--- src/rtl/hash_table_pkg.sv ---
// Shared types for the hash-table controller: bus request, PTE/PTG layout,
// invalid marker and sequencer state encodings.
package hash_table_pkg;

    localparam int ASID_W       = 10;
    localparam int PTES_PER_PTG = 8;
    localparam logic INV        = 1'b0;

    typedef struct packed {
        logic        cyc;
        logic        stb;
        logic        we;
        logic [31:0] adr;
        logic [63:0] dat;
    } wb_cmd_request64_t;

    typedef struct packed {
        logic              v;
        logic [ASID_W-1:0] asid;
        logic [52:0]       ppn;
    } pte_t;

    typedef struct packed {
        pte_t [PTES_PER_PTG-1:0] ptge;
    } ptg_t;

    typedef enum logic [2:0] {
        ST_IDLE       = 3'd0,
        ST_RD         = 3'd1,
        ST_RD_WAIT    = 3'd2,
        ST_WR_MERGE   = 3'd3,
        ST_WR         = 3'd4,
        ST_RESP       = 3'd5,
        ST_FREE_MERGE = 3'd6,
        ST_FREE_WR    = 3'd7
    } ht_state_t;

endpackage

--- src/rtl/ht_free_sweep.sv ---
// ASID invalidate sweep bookkeeping: busy flag, latched ASID and the PTE
// counter that walks every slot of every PTG once.
module ht_free_sweep
    import hash_table_pkg::*;
#(
    parameter int CNT_W = 13
) (
    input  logic              clk,
    input  logic              rst,
    input  logic              i_free_req,
    input  logic [ASID_W-1:0] i_free_asid,
    input  logic              i_step,
    output logic              o_busy,
    output logic              o_done,
    output logic [ASID_W-1:0] o_asid,
    output logic [CNT_W-1:0]  o_count
);

    logic              r_busy;
    logic              r_done;
    logic [ASID_W-1:0] r_asid;
    logic [CNT_W-1:0]  r_count;

    // NOTE: every register here uses <= so all flops update from the same pre-edge values.
    always_ff @(posedge clk) begin
        if (rst) begin
            r_busy  <= 1'b0;
            r_done  <= 1'b0;
            r_asid  <= '0;
            r_count <= '0;
        end else begin
            r_done <= 1'b0;
            if (i_free_req && !r_busy) begin
                r_busy  <= 1'b1;
                r_asid  <= i_free_asid;
                r_count <= '0;
            end else if (r_busy && i_step) begin
                // Counter wraps to zero naturally on the last slot.
                r_count <= r_count + CNT_W'(1);
                if (&r_count) begin
                    r_busy <= 1'b0;
                    r_done <= 1'b1;
                end
            end
        end
    end

    assign o_busy  = r_busy;
    assign o_done  = r_done;
    assign o_asid  = r_asid;
    assign o_count = r_count;

endmodule

--- src/rtl/ht_ctrl.sv ---
// Hash-table RAM sequencer: serves bus reads/writes of single PTEs as
// read-modify-write of a whole PTG, and interleaves ASID invalidate sweeps.
module ht_ctrl
    import hash_table_pkg::*;
#(
    parameter int PTG_AW = 10
) (
    input  logic              clk,
    input  logic              rst,
    input  wb_cmd_request64_t req,
    output logic              ack,
    output logic [63:0]       dat_o,
    input  logic              free_req,
    input  logic [ASID_W-1:0] free_asid,
    output logic              free_busy,
    output logic              free_done,
    output logic [2:0]        state,
    output wb_cmd_request64_t req_l,
    output logic [ASID_W-1:0] asid_to_free,
    input  ptg_t              douta,
    output logic              ena,
    output logic              wea,
    output logic [PTG_AW-1:0] addra
);

    localparam int CNT_W = PTG_AW + 3;

    ht_state_t         r_state;
    wb_cmd_request64_t r_req_l;
    logic              r_sweep_op;
    logic              r_ack;
    logic [63:0]       r_dat;
    logic              r_ena;
    logic              r_wea;
    logic [PTG_AW-1:0] r_addra;

    logic              w_busy;
    logic [CNT_W-1:0]  w_count;
    logic              w_step;
    wb_cmd_request64_t w_sweep_req;

    assign w_step = (r_state == ST_FREE_WR);

    ht_free_sweep #(
        .CNT_W (CNT_W)
    ) u_free_sweep (
        .clk         (clk),
        .rst         (rst),
        .i_free_req  (free_req),
        .i_free_asid (free_asid),
        .i_step      (w_step),
        .o_busy      (w_busy),
        .o_done      (free_done),
        .o_asid      (asid_to_free),
        .o_count     (w_count)
    );

    // NOTE: default assignment first so no path through this block leaves a latch.
    always_comb begin
        w_sweep_req                   = '0;
        w_sweep_req.adr[PTG_AW+5:3]   = w_count;
    end

    // ena/wea/ack are set on the transition into their state, so they are
    // registered yet high exactly during RD, WR and FREE_WR.
    always_ff @(posedge clk) begin
        if (rst) begin
            r_state    <= ST_IDLE;
            r_req_l    <= '0;
            r_sweep_op <= 1'b0;
            r_ack      <= 1'b0;
            r_dat      <= '0;
            r_ena      <= 1'b0;
            r_wea      <= 1'b0;
            r_addra    <= '0;
        end else begin
            r_ack <= 1'b0;
            r_ena <= 1'b0;
            r_wea <= 1'b0;
            unique case (r_state)
                ST_IDLE: begin
                    if (req.cyc && req.stb) begin
                        r_req_l    <= req;
                        r_addra    <= req.adr[PTG_AW+5:6];
                        r_sweep_op <= 1'b0;
                        r_ena      <= 1'b1;
                        r_state    <= ST_RD;
                    end else if (w_busy) begin
                        r_req_l    <= w_sweep_req;
                        r_addra    <= w_count[CNT_W-1:3];
                        r_sweep_op <= 1'b1;
                        r_ena      <= 1'b1;
                        r_state    <= ST_RD;
                    end
                end
                ST_RD: r_state <= ST_RD_WAIT;
                ST_RD_WAIT: begin
                    if (r_sweep_op) begin
                        r_state <= ST_FREE_MERGE;
                    end else if (r_req_l.we) begin
                        r_state <= ST_WR_MERGE;
                    end else begin
                        r_dat   <= douta.ptge[r_req_l.adr[5:3]];
                        r_ack   <= 1'b1;
                        r_state <= ST_RESP;
                    end
                end
                ST_WR_MERGE: begin
                    r_ena   <= 1'b1;
                    r_wea   <= 1'b1;
                    r_ack   <= 1'b1;
                    r_state <= ST_WR;
                end
                ST_WR:   r_state <= ST_IDLE;
                ST_RESP: r_state <= ST_IDLE;
                ST_FREE_MERGE: begin
                    r_ena   <= 1'b1;
                    r_wea   <= 1'b1;
                    r_state <= ST_FREE_WR;
                end
                ST_FREE_WR: r_state <= ST_IDLE;
                default:    r_state <= ST_IDLE;
            endcase
        end
    end

    assign state     = r_state;
    assign req_l     = r_req_l;
    assign ack       = r_ack;
    assign dat_o     = r_dat;
    assign ena       = r_ena;
    assign wea       = r_wea;
    assign addra     = r_addra;
    assign free_busy = w_busy;

endmodule

--- config.mk ---
export PLATFORM = sky130hd
export DESIGN_NAME = ht_ctrl
export DESIGN_NICKNAME = d
export VERILOG_FILES = /design/src/rtl/hash_table_pkg.sv /design/src/rtl/ht_free_sweep.sv /design/src/rtl/ht_ctrl.sv
export SDC_FILE = /design/constraint.sdc
export NUM_CORES = 1
export LEC_CHECK = 0
export ABC_AREA = 1
export CORE_AREA = 2 2 313 315
export DETAILED_ROUTE_END_ITERATION = 12
export DIE_AREA = 0 0 315 317
export GPL_TIMING_DRIVEN = 0
export SYNTH_ARGS = -nofsm -noshare
export SYNTH_HDL_FRONTEND = slang
export SYNTH_SLANG_ARGS = --single-unit
--- constraint.sdc ---
create_clock -name clk -period 2.1 [get_ports clk]
set_clock_uncertainty 0.15 [all_clocks]
set_input_delay 0.315 -clock clk [delete_from_list [all_inputs] [get_ports clk]]
set_output_delay 0.315 -clock clk [all_outputs]
set_load 0.05 [all_outputs]
==> flow_metrics.py, run 1 <==
metrics = {
    "status": {
        "status": "complete, no violations",
    },
    "route": {
        "drt_iter0_drc": 1425,
        "ant_nets": 0,
        "drt_first_pass_iters": 5,
        "drcViolationCount": 0,
        "totalWireLength_um": 105000,
        "wire_per_inst_um": 24.7,
        "vias_per_cell": 4.10,
        "vias": 17500,
    },
    "place": {
        "dpl.hpwl_um": 87700,
        "numPortBuffers": 813,
        "place_area_um2": 21900,
        "gp_congestion": 0.934,
        "dp_cells": 4216,
    },
    "sta": {
        "worst_slew_pin_slew_ns": 0.973,
        "finalCritPeriodShare_pct": 97.9,
        "finalSetupViolCount": 0,
        "max_freq_mhz": 486,
        "max_slew_margin_pct": 35.1,
        "rsz0062_at_grt": "yes",
        "hold_viol_final": 0,
        "final_max_slew_viol_count": 0,
        "tns_ns": 0,
        "period_minus_slack_ns": 2.06,
    },
    "clock_tree": {
        "cts_root_buf": "clkbuf_16",
        "clock_latency_ns": 0.52,
        "cts.sinks": 194,
        "clk_path_buf_depth": 2,
        "htreeDepth": 4,
        "cts.reportedPaths.clkPinSlew_ns": 0.09,
        "cts_buffers": 17,
        "cts_tree": "done",
    },
    "critical_path": {
        "reg2reg_depth": 8,
        "end_kind": "register",
        "cp.required_ns": 2.36,
        "rrSetupSlack_ns": 0.04,
        "critPathLaunch": "req_l[68]$_SDFFE_PP0P_",
        "critPathArrivalTime_ns": 2.31,
        "r2r-end": "dat_o[32]$_SDFFE_PP0P_",
        "start_kind": "register",
        "rr_startpoint": "req_l[68]$_SDFFE_PP0P_",
        "cp_max_fo": 10,
        "crit_type": "register to register",
        "crit_end": "dat_o[32]$_SDFFE_PP0P_",
    },
    "die": {
        "die_x_um": 315,
        "start_util_pct": 12.7,
        "boundaryPins": 815,
        "rows": 114,
        "die_h_um": 317,
        "die_area_um2": 99900,
        "core_area_um2": 96300,
    },
    "logic_synthesis": {
        "synth_common_cells": "1084 x nand2_1, 194 x dfxtp_1, 172 x a21oi_1",
        "syn_area_per_cell_um2": 5.74,
        "netlist.area_leader.share_pct": 33.3,
        "ys_seq_elements": 194,
        "synth_edf_count": 0,
        "ys_types": 29,
        "ys_top_cells_by_area": "nand2_1 33%, dfxtp_1 32%, a21oi_1 7.0%",
        "synth_cells": 2127,
        "synth-main-ff-cell": "dfxtp_1",
        "yosysMostFrequentCell": "nand2_1",
        "synth_nets": 2752,
        "yosysTopAreaCell": "nand2_1",
        "yosys_warnings": 0,
        "ys_seq_area_share_pct": 31.8,
        "async_flop_share_pct": 0,
        "syn_area_um2": 12200,
    },
    "min_path": {
        "hold_path.class": "input port to register",
    },
    "cells_and_area": {
        "design_area_um2": 22700,
        "nets": 3590,
        "area_growth_pct": 85.7,
        "layout.cells.non_filler": 4271,
        "multi_input_area_um2": 7260,
        "nFillCells": 11000,
        "seq_area_um2": 3890,
        "drive_gt1_share_pct": 7.25,
    },
    "grt": {
        "grt_max_degree": 21,
        "grt_overflow_total": 0,
        "grtUsageTotal_pct": 20.2,
        "antenna_found_initial": 30,
        "grt_pass1_vias": 17000,
        "grt_pass1_wl_um": 137000,
    },
    "job": {
        "maxCapViolations": 0,
    },
    "pwr": {
        "ir_drop_mv": 0.681,
        "p_leak_nw": 10.3,
        "p_per_area_nw_per_um2": 619,
    },
}
## worst max-delay path, stage by stage, from the launching register on
cell	delay (ns)
dfxtp_2	0.38
inv_1	0.12
buf_6	0.25
clkbuf_1	0.40
nor2_1	0.09
o21ai_0	0.17
nand3_1	0.19
nand2_1	0.12
a21oi_1	0.07
## flip-flops by register name, indices dropped and copies added, names as in the netlist
register and flops:
req_l 98, r_sweep_op 1, u_free_sweep.o_count 13, u_free_sweep.o_done 1, u_free_sweep.o_asid 10, state 3, wea 1, ena 1
ack 1, dat_o 64, u_free_sweep.o_busy 1
## cells by family (layout without fill, tap and decap cells)
group / Yosys count / after routing / synth area share (%)
fa+ha+maj: 1 / 1 / 0.102
other cells: 0 / 17 / 0
compound gates: 331 / 331 / 13.7
flops: 194 / 194 / 31.8
xor+xnor: 1 / 1 / 0.0717
simple gates: 1403 / 1403 / 45.1
buf+inv: 197 / 1048 / 9.21
## how the worst min path moves through the flow
| stage | slack (ns) | end | startpoint | depth (start not counted) |
|---|---|---|---|---|
| 2_1_floorplan | 0.30 | u_free_sweep.o_asid[0]$_SDFFE_PP0P_ | free_asid[0] | 2 |
| 6_report | 0.19 | req_l[11]$_SDFFE_PP0P_ | req[11] | 3 |
| 3_5_place_dp | 0.31 | req_l[84]$_SDFFE_PP0P_ | req_l[84]$_SDFFE_PP0P_ | 2 |
| 3_3_place_gp | 0.30 | req_l[24]$_SDFFE_PP0P_ | req_l[24]$_SDFFE_PP0P_ | 2 |
| 5_1_grt | 0.17 | req_l[11]$_SDFFE_PP0P_ | req[11] | 3 |
| 4_1_cts | 0.11 | u_free_sweep.o_count[12]$_SDFFE_PP0N_ | rst | 4 |
## report_power, final
| group | leakage, nW | switching, W | internal (W) | total [W] |
|---|---|---|---|---|
| Combinational | 8.41 | 0.00388 | 0.00223 | 0.00611 |
| Sequential | 1.58 | 0.000232 | 0.00406 | 0.00429 |
| Clock | 0.288 | 0.00201 | 0.00164 | 0.00365 |
## through the flow
step	setup WS, ns	util [%]	hold WS (ns)	power (W)
after floorplan	0.253	-	0.300	0.00742
after global placement	-0.914	22.8	0.300	0.0107
after detailed placement	-0.880	22.8	0.306	0.0107
after CTS	0.00191	23.4	0.114	0.0143
after global routing	-0.0106	23.5	0.166	0.0147
final	0.0443	23.6	0.188	0.0140
## placed cells by master (no fill, tap or decap), drive strengths merged
cell type and instances:
nor2 172, diode 17, clkdlybuf4s15 19, or2 2, dfxtp 194, buf 107
nand3 136, a31oi 1, inv 33, ha 1, clkdlybuf4s50 622, dlygate4sd2 170
nor3 1, clkinvlp 2, nand3b 1, a22oi 1, clkinv 8, nand2 1087
clkbuf 87, xnor2 1, nand4 4, o21ai 152, a21oi 177
## routing by layer
layer  up-vias  share of wire (%)  track usage, %
met5         -               0.15               0
met2       840                 49            35.1
li1       8435                  -               -
met1      8093                 39            22.9
met4        22                3.5            8.86
met3       135                8.5            6.10
## area by class of cell
class                      instances  share of cell area, %
inverter                          29                  0.491
multi-input combinational       1736                   32.0
clock buffer                      18                   1.94
timing repair buffer             819                   35.2
tap                             1276                   7.04
antenna                           17                  0.188
buffer                           168                   5.31
clock inverter                    14                  0.717
sequential                       194                   17.1
## timing repair
action | 4_1_cts | 5_1_grt
setup buffers | 4 | 2
hold buffers | 0 | 0
resized for setup | 301 | 27
setup endpoints to repair | 268 | 38
(Power assumes the default switching activity.)
==> run 2: changes to the inputs <==
Settings changed: SLEW_MARGIN from default to 20.
==> run 2 against run 1 <==
Sequential cell count unchanged. Global-route usage grew 0.051 points. Sequential share of layout area about the same. Via count rose by 0.40%. Core utilization hardly changed. Cell area grew 0.14%. Hold slack got worse by 0.0082 ns. Fmax is 1.3% lower. Register-to-register slack lost 0.03 ns. Critical path depth did not move. Critical endpoint is now dat_o[25]$_SDFFE_PP0P_.
==> flow_metrics.py, run 2 (same netlist as run 1, synthesis figures left out) <==
metrics = {
    "cells_and_area": {
        "area_growth_pct": 85.9,
        "layout_common_cells": "1074 x nand2_1, 622 x clkdlybuf4s50_1, 192 x dfxtp_1",
        "post-route-util_pct": 23.6,
        "largest_register_ffs": 98,
        "layout_commonest_cell": "nand2_1",
        "nets": 3592,
        "drive_gt1_share_pct": 7.35,
        "design_area_um2": 22700,
    },
    "sta": {
        "max_freq_mhz": 480,
        "final_max_slew_viol_count": 0,
        "tns_ns": 0,
        "finalSetupViolCount": 0,
        "rsz0062_at_grt": "yes",
        "hold_viol_final": 0,
        "worst_slew_pin_slew_ns": 0.932,
        "finalCritPeriodShare_pct": 99.2,
        "period_minus_slack_ns": 2.08,
        "max_slew_margin_pct": 37.9,
    },
    "route": {
        "ant_nets": 0,
        "totalWireLength_um": 105000,
        "drcViolationCount": 0,
        "wire_per_inst_um": 24.7,
        "vias_per_cell": 4.12,
        "drt_iter0_drc": 1378,
        "vias": 17600,
        "drt_first_pass_iters": 6,
    },
    "clock_tree": {
        "cts_tree": "done",
        "cts_hold_buf": 0,
        "cts_root_buf": "clkbuf_16",
        "clk_path_buf_depth": 2,
        "cts_buffers": 17,
        "clock_latency_ns": 0.52,
        "cts.reportedPaths.clkPinSlew_ns": 0.09,
        "cts.sinks": 194,
        "htreeDepth": 4,
    },
    "min_path": {
        "hold_path.class": "input port to register",
        "min_path_cells": 4,
    },
    "critical_path": {
        "critPathBufInv": 3,
        "end_kind": "register",
        "slowest_stage": "dfxtp_2",
        "critPathArrivalTime_ns": 2.35,
        "crit_family": "buffers and inverters",
        "rrSetupSlack_ns": 0.02,
        "start_kind": "register",
        "reg2reg_depth": 8,
        "cp_max_fo": 10,
        "crit_cells": 8,
        "path_cells": "inv_1 -> buf_4 -> buf_4 -> nor2_1 -> o21ai_1 -> nand3_1 -> nand2_1 -> a21oi_1",
        "crit_top_cell": "buf_4",
        "crit_type": "register to register",
        "cp.required_ns": 2.36,
        "critPathMaxStageDelay_ns": 0.39,
    },
    "status": {
        "status": "complete, no violations",
    },
    "grt": {
        "grt_pass1_wl_um": 137000,
        "antenna_found_initial": 29,
        "grtUsageTotal_pct": 20.3,
        "grt_pass1_vias": 17000,
        "grt_max_degree": 21,
        "grt_overflow_total": 0,
    },
    "die": {
        "rows": 114,
        "boundaryPins": 815,
        "die_h_um": 317,
        "die_area_um2": 99900,
        "core_area_um2": 96300,
        "die_x_um": 315,
        "start_util_pct": 12.7,
    },
    "place": {
        "dpl.hpwl_um": 87600,
        "gp_congestion": 0.934,
        "numPortBuffers": 813,
        "place_area_um2": 22000,
    },
    "pwr": {
        "ir_drop_mv": 0.683,
        "p_per_area_nw_per_um2": 619,
        "p_leak_nw": 10.3,
        "total_power_w": 0.0141,
    },
    "job": {
        "maxCapViolations": 0,
    },
}
==> run 2: cell types whose count changed in the layout (fill, tap and decap cells not counted), sizes merged <==
cell           delta
buf               +1
clkdlybuf4s15     +4
clkinv            +1
diode             -7
dlygate4sd2       -4
==> run 2: timing repair <==
action	in CTS	in global routing
resized for setup	293	37
hold endpoints to repair	0	0
endpoints found under the setup margin	266	57
setup buffers	3	4
pin swaps	0	1
==> run 2: path summary, 6_finish.rpt <==
path | from | endpoint
worst min-delay path | rst | u_free_sweep.o_count[12]$_SDFFE_PP0N_
worst max-delay path | req_l[68]$_SDFFE_PP0P_ | dat_o[25]$_SDFFE_PP0P_
worst max register to register | req_l[68]$_SDFFE_PP0P_ | dat_o[25]$_SDFFE_PP0P_
worst min register to register | req_l[53]$_SDFFE_PP0P_ | req_l[53]$_SDFFE_PP0P_
==> run 2: worst min-delay path: stages <==
cell,delay (ns)
buf_2,0.22
nor2_1,0.15
nand2_1,0.09
nor2_1,0.04
==> run 2: per-layer routing <==
metal | vias to the layer above | share of wire (%) | track usage [%] | routed length, um
met3 | 134 | 8.6 | 6.34 | 9050
met1 | 8121 | 39 | 23.1 | 41500
met5 | - | 0.10 | 0 | 106
met2 | 902 | 49 | 35.5 | 51400
met4 | 16 | 3.2 | 7.35 | 3390
li1 | 8422 | - | - | -
==> run 2: area by class of cell <==
| cell class | instances | area (um2) |
|---|---|---|
| Inverter | 29 | 111 |
| Buffer | 168 | 1220 |
| Clock buffer | 17 | 425 |
| Antenna cell | 10 | 25.0 |
| Clock inverter | 15 | 168 |
| Fill cell | 11000 | 73600 |
| Tap cell | 1276 | 1600 |
| Sequential cell | 194 | 3890 |
| Multi-Input combinational cell | 1736 | 7270 |
| Timing Repair Buffer | 821 | 8010 |
==> run 2: power breakdown <==
group	internal (W)	switching, W	total [W]	leakage (nW)
Sequential	0.00406	0.000231	0.00429	1.58
Clock	0.00160	0.00204	0.00364	0.284
Combinational	0.00224	0.00389	0.00613	8.39
==> run 2: metrics by stage <==
step,instances,hold slack (ns),worst slack [ns]
floorplan,2127,0.300,0.253
global placement,4216,0.300,-0.914
detailed placement,4217,0.306,-0.830
CTS,4252,0.120,0.00199
global route,4260,0.158,-0.0778
finish,4266,0.180,0.0176
==> run 3: changes to the inputs <==
Settings changed: ABC_CLOCK_PERIOD_IN_PS from default to 2100.
==> results of run 3 <==
The final DEF is identical to that of run 2; final timing and power are the same.
